`src/rtl/bus_pkg.sv`:
```
// ---------------------------------------------------------------------------
// bus_pkg
// Shared definitions for the two-master / two-slave bus controller, the Core
// and the Memory model.
//   bus_state_e      : controller FSM encoding (IDLE, ACCESS, WAIT, DONE)
//   GPIO_BIT_DEFAULT : address bit that routes an access to GPIOS
//   OPT_*            : access size / sign codes carried on the option bus
//   WAIT_CNT_W       : width of the slave wait counter
// ---------------------------------------------------------------------------
package bus_pkg;

    typedef enum logic [1:0] {
        IDLE   = 2'd0,
        ACCESS = 2'd1,
        WAIT   = 2'd2,
        DONE   = 2'd3
    } bus_state_e;

    localparam int GPIO_BIT_DEFAULT = 31;
    localparam int WAIT_CNT_W       = 4;

    // Option codes: bit 2 set means zero-extend (unsigned) on reads.
    localparam logic [2:0] OPT_BYTE   = 3'b000;
    localparam logic [2:0] OPT_HALF   = 3'b001;
    localparam logic [2:0] OPT_WORD   = 3'b010;
    localparam logic [2:0] OPT_BYTE_U = 3'b100;
    localparam logic [2:0] OPT_HALF_U = 3'b101;

endpackage

```
`src/rtl/rr_arbiter_2.sv`:
```
// ---------------------------------------------------------------------------
// rr_arbiter_2
// Purely combinational two-way round-robin grant selection.
//   req_i        : request vector, bit n = master n
//   last_grant_i : master that completed the most recent transaction
//   grant_o      : index of the winning master (valid only when valid_o)
//   valid_o      : at least one master is requesting
// ---------------------------------------------------------------------------
module rr_arbiter_2 (
    input  logic [1:0] req_i,
    input  logic       last_grant_i,
    output logic       grant_o,
    output logic       valid_o
);

    always_comb begin
        grant_o = 1'b0;
        if (req_i == 2'b11) begin
            // Contention: the master that was not served last goes next.
            grant_o = ~last_grant_i;
        end else if (req_i[1]) begin
            grant_o = 1'b1;
        end
    end

    assign valid_o = |req_i;

endmodule

```
`src/rtl/bus_arbiter.sv`:
```
// ---------------------------------------------------------------------------
// bus_arbiter
// Two-master, two-slave bus controller. Grants one transaction at a time
// (round-robin), decodes address[GPIO_BIT] to pick Memory or GPIOS, issues a
// one-cycle slave strobe, waits WAIT_CYCLES, then returns a one-cycle
// response pulse (plus read data) to the granted master.
//   clk, reset                 : clock, asynchronous active-high reset
//   m0_* / m1_*                : master request side (read/write levels,
//                                option, address, write data in; read data
//                                and response pulse out)
//   s_option/s_address/s_write_data : latched transaction fields to slaves
//   memory_read/memory_write, memory_read_data : Memory strobes and data
//   gpio_read/gpio_write, gpio_read_data       : GPIOS strobes and data
//   busy                       : controller is not IDLE
// ---------------------------------------------------------------------------
module bus_arbiter
    import bus_pkg::*;
#(
    parameter int WAIT_CYCLES = 1,
    parameter int GPIO_BIT    = GPIO_BIT_DEFAULT
) (
    input  logic        clk,
    input  logic        reset,
    input  logic        m0_read,
    input  logic        m0_write,
    input  logic [2:0]  m0_option,
    input  logic [31:0] m0_address,
    input  logic [31:0] m0_write_data,
    output logic [31:0] m0_read_data,
    output logic        m0_response,
    input  logic        m1_read,
    input  logic        m1_write,
    input  logic [2:0]  m1_option,
    input  logic [31:0] m1_address,
    input  logic [31:0] m1_write_data,
    output logic [31:0] m1_read_data,
    output logic        m1_response,
    output logic [2:0]  s_option,
    output logic [31:0] s_address,
    output logic [31:0] s_write_data,
    output logic        memory_read,
    output logic        memory_write,
    input  logic [31:0] memory_read_data,
    output logic        gpio_read,
    output logic        gpio_write,
    input  logic [31:0] gpio_read_data,
    output logic        busy
);

    localparam logic [WAIT_CNT_W-1:0] WAIT_LOAD = WAIT_CNT_W'(WAIT_CYCLES - 1);

    bus_state_e            state_q, state_d;
    logic                  grant_q, grant_d;
    logic                  last_grant_q, last_grant_d;
    logic                  is_write_q, is_write_d;
    logic [WAIT_CNT_W-1:0] cnt_q, cnt_d;
    logic [2:0]            opt_q, opt_d;
    logic [31:0]           addr_q, addr_d;
    logic [31:0]           wdata_q, wdata_d;
    logic [31:0]           rdata0_q, rdata0_d;
    logic [31:0]           rdata1_q, rdata1_d;

    logic                  arb_grant;
    logic                  arb_valid;
    logic                  sel_gpio;
    logic [31:0]           slave_rdata;

    rr_arbiter_2 u_rr (
        .req_i        ({m1_read | m1_write, m0_read | m0_write}),
        .last_grant_i (last_grant_q),
        .grant_o      (arb_grant),
        .valid_o      (arb_valid)
    );

    assign sel_gpio    = addr_q[GPIO_BIT];
    assign slave_rdata = sel_gpio ? gpio_read_data : memory_read_data;

    always_ff @(posedge clk or posedge reset) begin
        if (reset) begin
            state_q      <= IDLE;
            grant_q      <= 1'b0;
            last_grant_q <= 1'b1;   // master 0 wins the first contended grant
            is_write_q   <= 1'b0;
            cnt_q        <= '0;
            opt_q        <= '0;
            addr_q       <= '0;
            wdata_q      <= '0;
            rdata0_q     <= '0;
            rdata1_q     <= '0;
        end else begin
            state_q      <= state_d;
            grant_q      <= grant_d;
            last_grant_q <= last_grant_d;
            is_write_q   <= is_write_d;
            cnt_q        <= cnt_d;
            opt_q        <= opt_d;
            addr_q       <= addr_d;
            wdata_q      <= wdata_d;
            rdata0_q     <= rdata0_d;
            rdata1_q     <= rdata1_d;
        end
    end

    always_comb begin
        state_d      = state_q;
        grant_d      = grant_q;
        last_grant_d = last_grant_q;
        is_write_d   = is_write_q;
        cnt_d        = cnt_q;
        opt_d        = opt_q;
        addr_d       = addr_q;
        wdata_d      = wdata_q;
        rdata0_d     = rdata0_q;
        rdata1_d     = rdata1_q;

        unique case (state_q)
            IDLE: begin
                if (arb_valid) begin
                    grant_d = arb_grant;
                    // A simultaneous read+write is treated as a write.
                    if (arb_grant) begin
                        is_write_d = m1_write;
                        opt_d      = m1_option;
                        addr_d     = m1_address;
                        wdata_d    = m1_write_data;
                    end else begin
                        is_write_d = m0_write;
                        opt_d      = m0_option;
                        addr_d     = m0_address;
                        wdata_d    = m0_write_data;
                    end
                    state_d = ACCESS;
                end
            end
            ACCESS: begin
                cnt_d   = WAIT_LOAD;
                state_d = WAIT;
            end
            WAIT: begin
                if (cnt_q == '0) begin
                    // Capture on the WAIT->DONE edge so the data is already
                    // presented to the master alongside its response pulse.
                    if (!is_write_q) begin
                        if (grant_q) begin
                            rdata1_d = slave_rdata;
                        end else begin
                            rdata0_d = slave_rdata;
                        end
                    end
                    state_d = DONE;
                end else begin
                    cnt_d = cnt_q - WAIT_CNT_W'(1);
                end
            end
            DONE: begin
                last_grant_d = grant_q;
                state_d      = IDLE;
            end
            default: state_d = IDLE;
        endcase
    end

    // Strobes and responses decode straight from state so reset removes
    // them without waiting for a clock edge.
    assign memory_read  = (state_q == ACCESS) && !is_write_q && !sel_gpio;
    assign memory_write = (state_q == ACCESS) &&  is_write_q && !sel_gpio;
    assign gpio_read    = (state_q == ACCESS) && !is_write_q &&  sel_gpio;
    assign gpio_write   = (state_q == ACCESS) &&  is_write_q &&  sel_gpio;

    assign m0_response  = (state_q == DONE) && !grant_q;
    assign m1_response  = (state_q == DONE) &&  grant_q;
    assign m0_read_data = rdata0_q;
    assign m1_read_data = rdata1_q;

    assign s_option     = opt_q;
    assign s_address    = addr_q;
    assign s_write_data = wdata_q;
    assign busy         = (state_q != IDLE);

endmodule

```
`config.mk`:
```
export PLATFORM = sky130hd
export DESIGN_NAME = bus_arbiter
export DESIGN_NICKNAME = d
export VERILOG_FILES = /design/src/rtl/bus_pkg.sv /design/src/rtl/rr_arbiter_2.sv /design/src/rtl/bus_arbiter.sv
export SDC_FILE = /design/constraint.sdc
export NUM_CORES = 1
export LEC_CHECK = 0
export BUFFER_PORTS_ARGS = -buffer_cell sky130_fd_sc_hd__buf_2
export CAP_MARGIN = 20
export CORE_AREA = 2 2 131 133
export CTS_CLUSTER_SIZE = 20
export DETAILED_ROUTE_END_ITERATION = 8
export DIE_AREA = 0 0 133 135
export MAX_ROUTING_LAYER = met4
export PLACE_DENSITY = 0.79
export SYNTH_ARGS = -nofsm -noshare
export SYNTH_HDL_FRONTEND = slang
export SYNTH_HIERARCHICAL = 1
export SYNTH_SLANG_ARGS = --single-unit
```
`constraint.sdc`:
```
create_clock -name clk -period 5.3 [get_ports clk]
set_input_delay 0.53 -clock clk [delete_from_list [all_inputs] [get_ports clk]]
set_output_delay 0.53 -clock clk [all_outputs]
set_load 0.02 [all_outputs]
```
==> results of run 1 <==
path summary, 6_finish.rpt:
path	startpoint	to	slack (ns)	cells past startpoint
max	m0_write	s_write_data[22]$_DFFE_PP0P_	2.94	7
min in group clk	m0_write_data[15]	s_write_data[15]$_DFFE_PP0P_	0.41	3
max in group asynchronous	reset	s_write_data[31]$_DFFE_PP0P_	3.84	3
max reg2reg	state_q[0]$_DFFE_PP0P_	s_write_data[21]$_DFFE_PP0P_	2.96	6
min	reset	m1_read_data[21]$_DFFE_PP0P_	0.30	2
min reg2reg	m0_read_data[31]$_DFFE_PP0P_	m0_read_data[31]$_DFFE_PP0P_	0.51	1
area by class of cell:
cell class,instances,area share
Timing Repair Buffer,346,0.192
Antenna cell,1,0.000275
Tap cell,220,0.0303
Clock inverter,13,0.0183
Inverter,7,0.00344
Sequential cell,140,0.385
Multi-Input combinational cell,343,0.323
Clock buffer,18,0.0472
layer usage:
metal  vias up  global-route usage
met5         -                   -
met4         0              0.0723
met3        22              0.0499
met2       226               0.345
met1      2417               0.234
li1       2498                   -
power by group through the flow:
stage	Clock [mW]	Sequential (mW)	Combinational (mW)
finish	1.21	1.91	2.93
CTS	1.24	1.91	2.97
detailed placement	0	1.92	2.95
global placement	0	1.89	2.90
floorplan	0	2.51	1.43
global route	1.29	1.97	3.13
per-stage QoR:
step / cell area (um^2) / setup slack [ns]
after floorplan: 6650 / 1.02
after global placement: 8500 / 2.61
after detailed placement: 8500 / 2.53
after CTS: 9090 / 2.97
after global routing: 9090 / 2.72
final: 9090 / 2.94
state kept, by name, summed over array words and instances (netlist names):
| register | count |
|---|---|
| m0_read_data | 32 |
| m1_read_data | 32 |
| s_address | 32 |
| s_write_data | 32 |
| cnt_q | 4 |
| s_option | 3 |
| state_q | 2 |
| grant_q | 1 |
| is_write_q | 1 |
| last_grant_q | 1 |
Yosys cell counts (all sizes together), types with 2 or more instances:
cell / instances / area [um^2]
dfrtp: 139 / 3480
mux2: 99 / 1340
nor2: 73 / 274
mux2i: 70 / 701
a21oi: 69 / 345
buf: 25 / 164
clkbuf: 8 / 30.0
inv: 7 / 26.3
ha: 6 / 75.1
nand2: 4 / 15.0
or2: 3 / 18.8
and2: 2 / 12.5
and3b: 2 / 21.3
nor2b: 2 / 12.5
nor3b: 2 / 15.0
o21ai: 2 / 10.0
logic make-up after synthesis:
logic type      share of synthesized area
mux                                 0.307
flops                               0.527
simple gates                       0.0638
compound gates                     0.0583
buf+inv                            0.0331
fa+ha+maj                          0.0113
==> metrics, run 1 <==
Avg Synthesized Cell Area=12.7 um^2; first-pass GRT wire length=27400 um; topmost layer with routed signal wires=met4; share of total power in sequential cells=0.315; cell count after placement=1056; number of failing setup endpoints in the final timing report=0; Post-Route M1 WL=7320 um; synthesized area=6650 um^2; vias per cell=4.75; run status=complete, no violations; worst endpoint data arrival time=2.62 ns; Gate power share=0.485; leakage power figure=4.73 nW; Pins Over Slew Limit=0; number of nets in the layout=1065; Routed WL=17800 um; overall overflow remaining after global route=0; initial cell density of the core=0.405; CTS Hold Bufs=0; #FFs+latches synth=140; PortBufs=341; area grow syn2layout=36.7%; global-route usage over all layers=0.203; upper clock frequency limit=0.424 GHz; top-level port count=342; hpwl dp=13300 um; violation count after the first detailed-route iteration=206; routed wire length on met2=9010 um; internal power=3.59 mW; largest delay contributor family on the critical path=buffers and inverters; CP Data Required Time=5.57 ns; cell with the most instances on the worst path=sky130_fd_sc_hd__buf_4; Synth cell types=32; share of the clock period used by the worst path=0.445; unrepaired setup endpoints after global routing=no; Net Switching=2.45 mW; Worst Hold Slack=0.300 ns; sort of element at the end of the critical path=flip-flop; slowest cell delay on critical path=0.65 ns; total design power=6.05 mW; worst-path cell chain=buf_2 > or2_2 > a21boi_4 > buf_4 > buf_4 > mux2i_1 > a21oi_1; sequential standard cell area=3500 um^2; layout filler cell count=1394; class of the worst hold path=in2async; initial antenna violation count=1; library cell contributing the largest single delay on the critical path=sky130_fd_sc_hd__buf_4; top library cells by usage in the layout, fill and taps aside=341 x sky130_fd_sc_hd__buf_2, 139 x sky130_fd_sc_hd__dfrtp_1, 73 x sky130_fd_sc_hd__nor2_1; final worst path period need=2.36 ns; Bufs on Longest Clock Path=2; post-detailed-route count of antenna-violating nets=0; Die W=133 um; clock root buffer master=sky130_fd_sc_hd__clkbuf_16; Site Rows=47; power per unit of standard cell area=665 nW/um^2; number of global-route vias before repair=5179; nets in the synthesized netlist=733; Setup Buffers After CTS=0; net switching fraction of the power=0.406; proportion of synthesized chip area in sequential cells=0.527; Vert. Die Dim=135 um; Worst Max-Slew Pin Slew=0.933 ns; CTS-repair resized insts=0; Most used DFF post-synth=sky130_fd_sc_hd__dfrtp_1; Skew-Pair Late Insertion Delay=0.41 ns; setup total negative slack=0 ns; TritonCTS clock tree=done; number of hold violations in the final report=0; vias post-DR=5163; met3 wirelength from detailed routing=1120 um; number of flops mapped to enable cells by yosys=0; global placement routability congestion=0.856; Buffers & Inverters on Critical Path=3; count of yosys warnings during synthesis=6; core region area=16400 um^2; maximum ir drop on the vdd rail=0.303 mV; clock net sink count=140; startpoint kind of the worst setup timing path=primary input; share of synthesized registers carrying an async set or reset=1.00; Max-slew headroom=0.378; post-layout utilization of the core=0.554; share of layout cells above drive strength 1=0.558; H-tree Lvls=4; largest fanout of any net on the critical path=43; drt first pass iters=4; clock network power share=0.200; cell count after synthesis=523; clock skew after layout=0.00911 ns; largest net degree at the start of global routing=97; WS Path Type=in2reg; number of buffers added by the clock tree synthesis step=17; routed len/inst=16.4 um; combined area of the multi-input logic cells=2940 um^2; post-route insts no fill=1088; most common cell after layout, fill and taps aside=sky130_fd_sc_hd__buf_2; max-capacitance violation count=0; die area=18000 um^2; clock slew seen by the registers of the worst setup and hold paths=0.06 ns; DRC violations left=0
Power figures use the tool's default switching activity.
==> run 2, diff against run 1 <==
- PLACE_DENSITY: 0.79 -> 0.82
- clock period: 5.3 -> 2.09 ns (I/O delays scaled with it)
==> metrics, run 2 (same netlist as run 1, synthesis figures left out) <==
Worst Max-Slew Pin Slew=0.646 ns; Net Switching=6.27 mW; flop2flop setup slack=0.19 ns; number of nets in the layout=1083; post-detailed-route count of antenna-violating nets=0; drt first pass iters=5; initial antenna violation count=1; area grow syn2layout=41.1%; CP Data Required Time=2.38 ns; Routed WL=17400 um; power per unit of standard cell area=1680 nW/um^2; first-pass GRT wire length=26800 um; worst reg-to-reg path cell count=6; Die W=133 um; Bufs on Longest Clock Path=2; worst endpoint data arrival time=2.19 ns; number of hold violations in the final report=0; total design power=15.8 mW; library cell contributing the largest single delay on the critical path=sky130_fd_sc_hd__dfrtp_1; final worst path period need=1.90 ns; clock net sink count=140; WS Path Type=reg2reg; global placement routability congestion=0.824; slowest cell delay on critical path=0.41 ns; R2R Path Start=state_q[0]$_DFFE_PP0P_; die area=18000 um^2; Setup Buffers After CTS=0; net switching fraction of the power=0.397; clock skew after layout=0.0112 ns; DRC violations left=0; largest net degree at the start of global routing=60; vias post-DR=5225; class of the worst hold path=in2reg; maximum ir drop on the vdd rail=0.750 mV; clock slew seen by the registers of the worst setup and hold paths=0.06 ns; Pins Over Slew Limit=0; sort of element at the end of the critical path=flip-flop; internal power=9.53 mW; H-tree Lvls=4; violation count after the first detailed-route iteration=195; Max-slew headroom=0.569; top library cells by usage in the layout, fill and taps aside=341 x sky130_fd_sc_hd__buf_2, 139 x sky130_fd_sc_hd__dfrtp_1, 73 x sky130_fd_sc_hd__nor2_1; Buffers & Inverters on Critical Path=2; Hold Crit Start=m0_address[18]; number of failing setup endpoints in the final timing report=0; Worst setup startpoint=state_q[0]$_DFFE_PP0P_; share of the clock period used by the worst path=0.907; unrepaired setup endpoints after global routing=no; worst setup path end=m1_read_data[24]$_DFFE_PP0P_; share of layout cells above drive strength 1=0.568; number of global-route vias before repair=5190; setup total negative slack=0 ns; number of buffers added by the clock tree synthesis step=17; Gate power share=0.483; routed len/inst=15.7 um; startpoint kind of the worst setup timing path=flip-flop; clock network power share=0.209; worst-path cell chain=inv_1 > ha_1 > and3b_4 > nand3_4 > buf_12 > mux2_4; R2R Path End=m1_read_data[24]$_DFFE_PP0P_; run status=complete, no violations; upper clock frequency limit=0.528 GHz; vias per cell=4.72; max-capacitance violation count=0; largest delay contributor family on the critical path=simple AND/OR/NAND/NOR gates; hpwl dp=13400 um; PortBufs=341; Skew-Pair Late Insertion Delay=0.41 ns; clock root buffer master=sky130_fd_sc_hd__clkbuf_16; Site Rows=47; TritonCTS clock tree=done; core region area=16400 um^2; most common cell after layout, fill and taps aside=sky130_fd_sc_hd__buf_2; largest fanout of any net on the critical path=14; layout filler cell count=1321; number of cells on the critical path=6; overall overflow remaining after global route=0; Vert. Die Dim=135 um; initial cell density of the core=0.405; global-route usage over all layers=0.197; share of total power in sequential cells=0.309; top-level port count=342; leakage power figure=4.88 nW
run 2: cell count changes in the layout (fill, tap and decap cells not counted), moves of 2 or more:
cell,previous run,this run
sky130_fd_sc_hd__buf_4,5,14
sky130_fd_sc_hd__clkinv_2,2,0
sky130_fd_sc_hd__buf_12,0,8
sky130_fd_sc_hd__clkbuf_8,0,2
run 2: worst min path at each step:
stage / to / slack (ns) / depth (start not counted)
3_5_place_dp: s_write_data[25]$_DFFE_PP0P_ / 0.33 / 2
3_3_place_gp: s_write_data[24]$_DFFE_PP0P_ / 0.32 / 2
6_report: s_address[18]$_DFFE_PP0P_ / 0.09 / 3
5_1_grt: s_write_data[13]$_DFFE_PP0P_ / 0.09 / 3
4_1_cts: s_address[18]$_DFFE_PP0P_ / 0.07 / 3
2_1_floorplan: s_address[25]$_DFFE_PP0P_ / 0.42 / 2
run 2: layout make-up:
cell class | count | area (um^2) | area share
diodes | 1 | 2.50 | 0.000267
clock buffers | 19 | 453 | 0.0482
clock inverters | 13 | 200 | 0.0213
inverters | 7 | 30.0 | 0.00320
multi-input cells | 343 | 2940 | 0.313
flip-flops and latches | 140 | 3500 | 0.373
well taps | 220 | 275 | 0.0293
repair buffers | 364 | 1980 | 0.211
run 2: per-stage QoR:
| stage | setup WS, ns | hold WS (ns) | utilization | cell area, um^2 | std cells |
|---|---|---|---|---|---|
| global placement | 0.248 | 0.316 | 0.532 | 8720 | 1073 |
| finish | 0.195 | 0.0906 | 0.572 | 9390 | 1107 |
| CTS | 0.173 | 0.0714 | 0.572 | 9390 | 1106 |
| global route | 0.108 | 0.0860 | 0.572 | 9390 | 1107 |
| floorplan | 0.133 | 0.416 | - | 6660 | 523 |
| detailed placement | 0.187 | 0.330 | 0.532 | 8720 | 1073 |
run 2: metal layers:
layer  GRT usage  part of all wire
met2       0.339              0.51
met1       0.229              0.41
met3      0.0462             0.063
met4      0.0639             0.014
met5           -                 0
run 2: worst reg2reg max path, stage by stage (launching register included):
cell	delay, ns
sky130_fd_sc_hd__dfrtp_1	0.41
sky130_fd_sc_hd__inv_1	0.11
sky130_fd_sc_hd__ha_1	0.19
sky130_fd_sc_hd__and3b_4	0.25
sky130_fd_sc_hd__nand3_4	0.25
sky130_fd_sc_hd__buf_12	0.27
sky130_fd_sc_hd__mux2_4	0.31
run 2: timing repair:
item,in CTS,in global routing
resized for setup,0,0
hold buffers,1,0
hold endpoints to repair,24,0
run 2: power groups by stage:
| stage | Clock, mW | Combinational, mW | Sequential [mW] |
|---|---|---|---|
| after detailed placement | 0 | 7.67 | 4.88 |
| after global placement | 0 | 7.48 | 4.84 |
| after global routing | 3.48 | 8.18 | 5.04 |
| after CTS | 3.36 | 7.69 | 4.87 |
| after floorplan | 0 | 3.64 | 6.36 |
| final | 3.30 | 7.62 | 4.88 |
